### src/rtl/loop_counter_nest.sv
// loop_counter_nest: cascaded loop counters with per-level limits, wrap/done pulses and start/busy control
module loop_counter_nest #(
    parameter int WIDTH  = 8,
    parameter int LEVELS = 3
) (
    input  logic                    clk,
    input  logic                    rst,
    input  logic                    start,
    input  logic                    en,
    input  logic [LEVELS*WIDTH-1:0] limit,
    output logic [LEVELS*WIDTH-1:0] count,
    output logic [LEVELS-1:0]       last,
    output logic [LEVELS-1:0]       wrap,
    output logic                    busy,
    output logic                    done
);
    typedef enum logic {IDLE, RUN} state_t;
    state_t                  state;
    logic [LEVELS*WIDTH-1:0] lim_q;
    logic [LEVELS*WIDTH-1:0] cnt_nxt;
    logic [LEVELS-1:0]       wrap_nxt;
    logic [LEVELS:0]         carry;
    assign busy = state == RUN;
    // terminal flags and carry chain: a level moves only when every faster level sits at its limit
    always_comb begin
        carry    = '0;
        carry[0] = 1'b1;
        cnt_nxt  = count;
        wrap_nxt = '0;
        last     = '0;
        for (int i = 0; i < LEVELS; i++) begin
            last[i]                   = busy && (count[i*WIDTH +: WIDTH] == lim_q[i*WIDTH +: WIDTH]);
            carry[i+1]                = carry[i] & last[i];
            wrap_nxt[i]               = carry[i] & last[i];
            cnt_nxt[i*WIDTH +: WIDTH] = !carry[i] ? count[i*WIDTH +: WIDTH] :
                                        last[i]   ? '0 : count[i*WIDTH +: WIDTH] + 1'b1;
        end
    end
    // control FSM and counter state; start outranks en, and a carry out of the top level ends the run
    always_ff @(posedge clk or posedge rst) begin
        if (rst) begin
            state <= IDLE;
            count <= '0;
            lim_q <= '0;
            wrap  <= '0;
            done  <= 1'b0;
        end else begin
            wrap <= '0;
            done <= 1'b0;
            if (start) begin
                state <= RUN;
                lim_q <= limit;
                count <= '0;
            end else if (busy && en) begin
                count <= cnt_nxt;
                wrap  <= wrap_nxt;
                done  <= carry[LEVELS];
                if (carry[LEVELS]) state <= IDLE;
            end
        end
    end
endmodule

### config.mk
export PLATFORM = sky130hd
export DESIGN_NAME = loop_counter_nest
export DESIGN_NICKNAME = d
export VERILOG_FILES = /design/src/rtl/loop_counter_nest.sv
export SDC_FILE = /design/constraint.sdc
export NUM_CORES = 1
export LEC_CHECK = 0
export CAP_MARGIN = 10
export CORE_MARGIN = 3
export CORE_UTILIZATION = 46
export CTS_CLUSTER_SIZE = 25
export DETAILED_ROUTE_END_ITERATION = 16
export PLACE_DENSITY = 0.76
export SETUP_SLACK_MARGIN = 0.4
export SYNTH_ARGS = -nofsm -noshare
export SYNTH_HDL_FRONTEND = slang
export SYNTH_SLANG_ARGS = --single-unit
### constraint.sdc
create_clock -name clk -period 1.8 [get_ports clk]
set_clock_uncertainty 0.1 [all_clocks]
set_input_delay 0.27 -clock clk [delete_from_list [all_inputs] [get_ports clk]]
set_output_delay 0.27 -clock clk [all_outputs]
set_load 0.02 [all_outputs]
==> flow_summary.yaml <==
outcome:
  status: "complete, but fails checks"
  violations: "negative setup slack"
yosys:
  portion_of_synthesized_cell_area_occupied_by_the_leading_cell_type_pct: 46.9
  average_cell_area_after_synthesis_sq_um: 10.8
  synth-warning-count: 0
  mappedNetlistNets: 287
  synth-edff-count: 0
  async_flop_share_pct: 100
  synth.largest_area_cell: "sky130_fd_sc_hd__dfrtp_1"
  synth-seq-area-share_pct: 46.9
  synth_flop_cell: "sky130_fd_sc_hd__dfrtp_1"
  syn_inst: 256
  synth.area.top_cells: "sky130_fd_sc_hd__dfrtp_1 47%, sky130_fd_sc_hd__mux2_2 9.7%, sky130_fd_sc_hd__xnor2_1 8.2%"
  postSynthRegisterBits: 52
  yosysUniqueCellTypes: 47
  syn-cell-area_sq_um: 2770
worst_setup_path:
  worstSetupEndpoint: "last[2]"
  required_ps: 1430
  cp-startpoint: "count[21]"
  worstReg2RegStart: "count[1]"
  setup.worst_path.start_class: "flop"
  worst_path_largest_cell_delay_ps: 430
  cp_max_fo: 2
  cp_cell_sequence: "xnor2_2 > nand4_1 > or3_4 > inv_4 > buf_6"
  timing.critical_path.buf_inv: 2
  endpoint_kind: "primary output"
  cpMaxStageDelayCell: "sky130_fd_sc_hd__dfrtp_1"
  r2r_end: "count[18]"
  cp_num_cells: 5
  path_delay_family: "simple AND/OR/NAND/NOR gates"
  worst_ep_arrival_time_ps: 1640
  r2r_slack_ps: -180
  worst_r2r_path_depth: 9
  critical_path_class: "flop to primary output"
clock_tree:
  cts_max_path_buffers: 2
  root_buffer: "sky130_fd_sc_hd__clkbuf_8"
  numCtsBuffers: 5
  worstSkewPairLatency_ps: 310
  tritoncts: "yes"
  tritoncts_num_sinks: 52
  clkTransAtPathRegs_ps: 90
  h-tree-depth: 2
sta:
  setup_repair_after_global_routing_missed_its_margin: "yes"
  clock.fmax_ghz: 0.497
  final-max-slew-violation-count: 0
  min_period_over_period_pct: 112
  final-hold-violation-count: 0
  relSlewSlack_pct: 74.3
  fin_tns_setup_ps: -4060
  report.final.setup_viol: 27
  timing_worst_slew_pin_value_ps: 386
  fin_crit_ps: 2010
  final.setup.worst_slack_ps: -211
layout:
  flow.area_growth_from_synthesis_pct: 68.3
  diodes: 0
  final_design_area_no_fill_sq_um: 4670
  design.final.nets: 411
  combined_flip_flop_and_latch_cell_area_sq_um: 1330
  non_filler_instance_count_after_layout: 453
  post_route_cells_drive_above_1_share_pct: 57.0
  footprint_of_the_multi_input_gates_sq_um: 1760
  fill_cells: 292
placed_design:
  gpl.final_weighted_congestion: 0.884
  dp_hpwl_um: 5330
  placement.io_buffers: 59
  placedInstanceArea_sq_um: 3920
  placed_cells: 428
  place_ws_ps: -353
detailed_routing:
  drt_pass1_iterations: 4
  drt-wirelength-per-cell_um: 20.7
  ant_nets: 0
  via_per_inst: 5.86
  drt_drc_violations_left: 0
  drtIter0Drc: 172
  vias: 2655
  wl_um: 9370
die:
  floorplan.rows: 27
  core_region_area_sq_um: 5680
  initial_core_util_pct: 48.9
  die_x_um: 83.6
  dieHeight_um: 83.6
  die_area_sq_um: 6990
  pin_count: 60
grt:
  grtUsageTotal_pct: 23.2
  grt_pass1_wl_um: 13000
  grt_pass1_vias: 2622
  overflow: 0
  pin_count_of_the_biggest_net_entering_global_routing: 53
  antenna_found_initial: 0
pwr:
  sequentialPowerShare_pct: 51.0
  power.ir.vdd_worst_mv: 0.454
  pwr-share-comb_pct: 23.4
  power.switching_fraction_pct: 28.0
  switchingPower_mw: 0.712
  power.density_cell_area_nw_per_um2: 546
  clock_power_share_pct: 25.6
  finalPower_mw: 2.55
  cell_internal_pwr_mw: 1.83
  p_leak_nw: 1.94
hold_path:
  hold_path_class: "input port to async pin"
run:
  max_cap_violations: 0
## cell type report
cell class	instances	area share (%)
repair buffers	129	28.7
clock buffers	6	1.56
inverters	15	1.50
flip-flops and latches	52	28.4
well taps	72	1.93
multi-input cells	177	37.7
clock inverters	2	0.268
## flip-flops by register name (all words and copies together) (netlist names)
name and cells:
lim_q 24, wrap 2, count 24, done 1, busy 1
## repair_timing
item | CTS | global route
resized for setup | 218 | 53
cloned | 0 | 0
hold buffers | 0 | 0
pin swaps | 25 | 15
buffers inserted | 9 | 8
setup endpoints to repair | 60 | 69
## cell usage after synthesis (all sizes together) (4+ instances only)
library cell  number
a311oi             4
and3               5
o2bb2ai            4
xor2               8
o21ai              6
buf                9
dfrtp             52
nor2              15
inv               15
nand2             13
mux2              24
a31oi              8
xnor2             26
nand3             16
a21oi              5
nand4              8
## power groups by stage
| stage | logic (mW) | clock network [mW] | registers [mW] |
|---|---|---|---|
| after floorplan | 0.238 | 0 | 1.32 |
| after global placement | 0.444 | 0 | 1.31 |
| after detailed placement | 0.456 | 0 | 1.31 |
| after CTS | 0.516 | 0.666 | 1.29 |
| after global routing | 0.627 | 0.720 | 1.31 |
| final | 0.595 | 0.652 | 1.30 |
## per-stage QoR
step | util (%) | hold slack (ps)
2_1_floorplan | - | 224
3_3_place_gp | 69.0 | 412
3_5_place_dp | 69.0 | 418
4_1_cts | 77.0 | 285
5_1_grt | 82.2 | 288
6_report | 82.2 | 276
## worst register-to-register path, stage by stage, from the launching register on
cell                        delay [ps]
sky130_fd_sc_hd__dfrtp_2           440
sky130_fd_sc_hd__xor2_2            180
sky130_fd_sc_hd__nor3_2            210
sky130_fd_sc_hd__buf_4             170
sky130_fd_sc_hd__nand4_4           100
sky130_fd_sc_hd__inv_4             100
sky130_fd_sc_hd__buf_12            120
sky130_fd_sc_hd__buf_12            120
sky130_fd_sc_hd__o2111ai_1         140
sky130_fd_sc_hd__a21bo_2           240
## cell families after synthesis
kind of cell / synth area share (%)
adders and majority gates: 1.35
and+or+nand+nor: 15.1
DFF: 46.9
buffers and inverters: 4.56
muxes: 10.1
AOI/OAI and AO/OA: 11.2
xor gates and xnor gates: 10.7
## worst min path at each step
stage               slack (ps)        end
finish                     280    wrap[0]
global route               290   lim_q[6]
CTS                        280   lim_q[6]
detailed placement         420  lim_q[20]
global placement           410  lim_q[21]
floorplan                  220       busy
## cells in the final DEF, fill, tap and decap left out, types with 5 or more instances in the layout
cell type,instances
sky130_fd_sc_hd__xor2_1,6
sky130_fd_sc_hd__nand3_1,12
sky130_fd_sc_hd__nor2_1,8
sky130_fd_sc_hd__nand2_1,12
sky130_fd_sc_hd__clkbuf_8,5
sky130_fd_sc_hd__mux2_2,24
sky130_fd_sc_hd__buf_4,30
sky130_fd_sc_hd__buf_6,58
sky130_fd_sc_hd__a31oi_1,6
sky130_fd_sc_hd__inv_1,9
sky130_fd_sc_hd__dfrtp_1,33
sky130_fd_sc_hd__xnor2_2,15
sky130_fd_sc_hd__buf_12,6
sky130_fd_sc_hd__dfrtp_2,19
sky130_fd_sc_hd__nand4_1,6
sky130_fd_sc_hd__xnor2_1,11
sky130_fd_sc_hd__clkdlybuf4s50_1,26
## metal layers
| metal | routed length [um] | part of all wire [%] | vias up | global-route usage (%) |
|---|---|---|---|---|
| li1 | - | - | 1164 | - |
| met1 | 3740 | 40 | 1348 | 28.3 |
| met2 | 4810 | 51 | 119 | 40.9 |
| met3 | 577 | 6.2 | 24 | 3.95 |
| met4 | 238 | 2.5 | 0 | 8.77 |
| met5 | 0 | 0 | - | 0 |
Note: power is estimated with default switching activity, not from simulation.
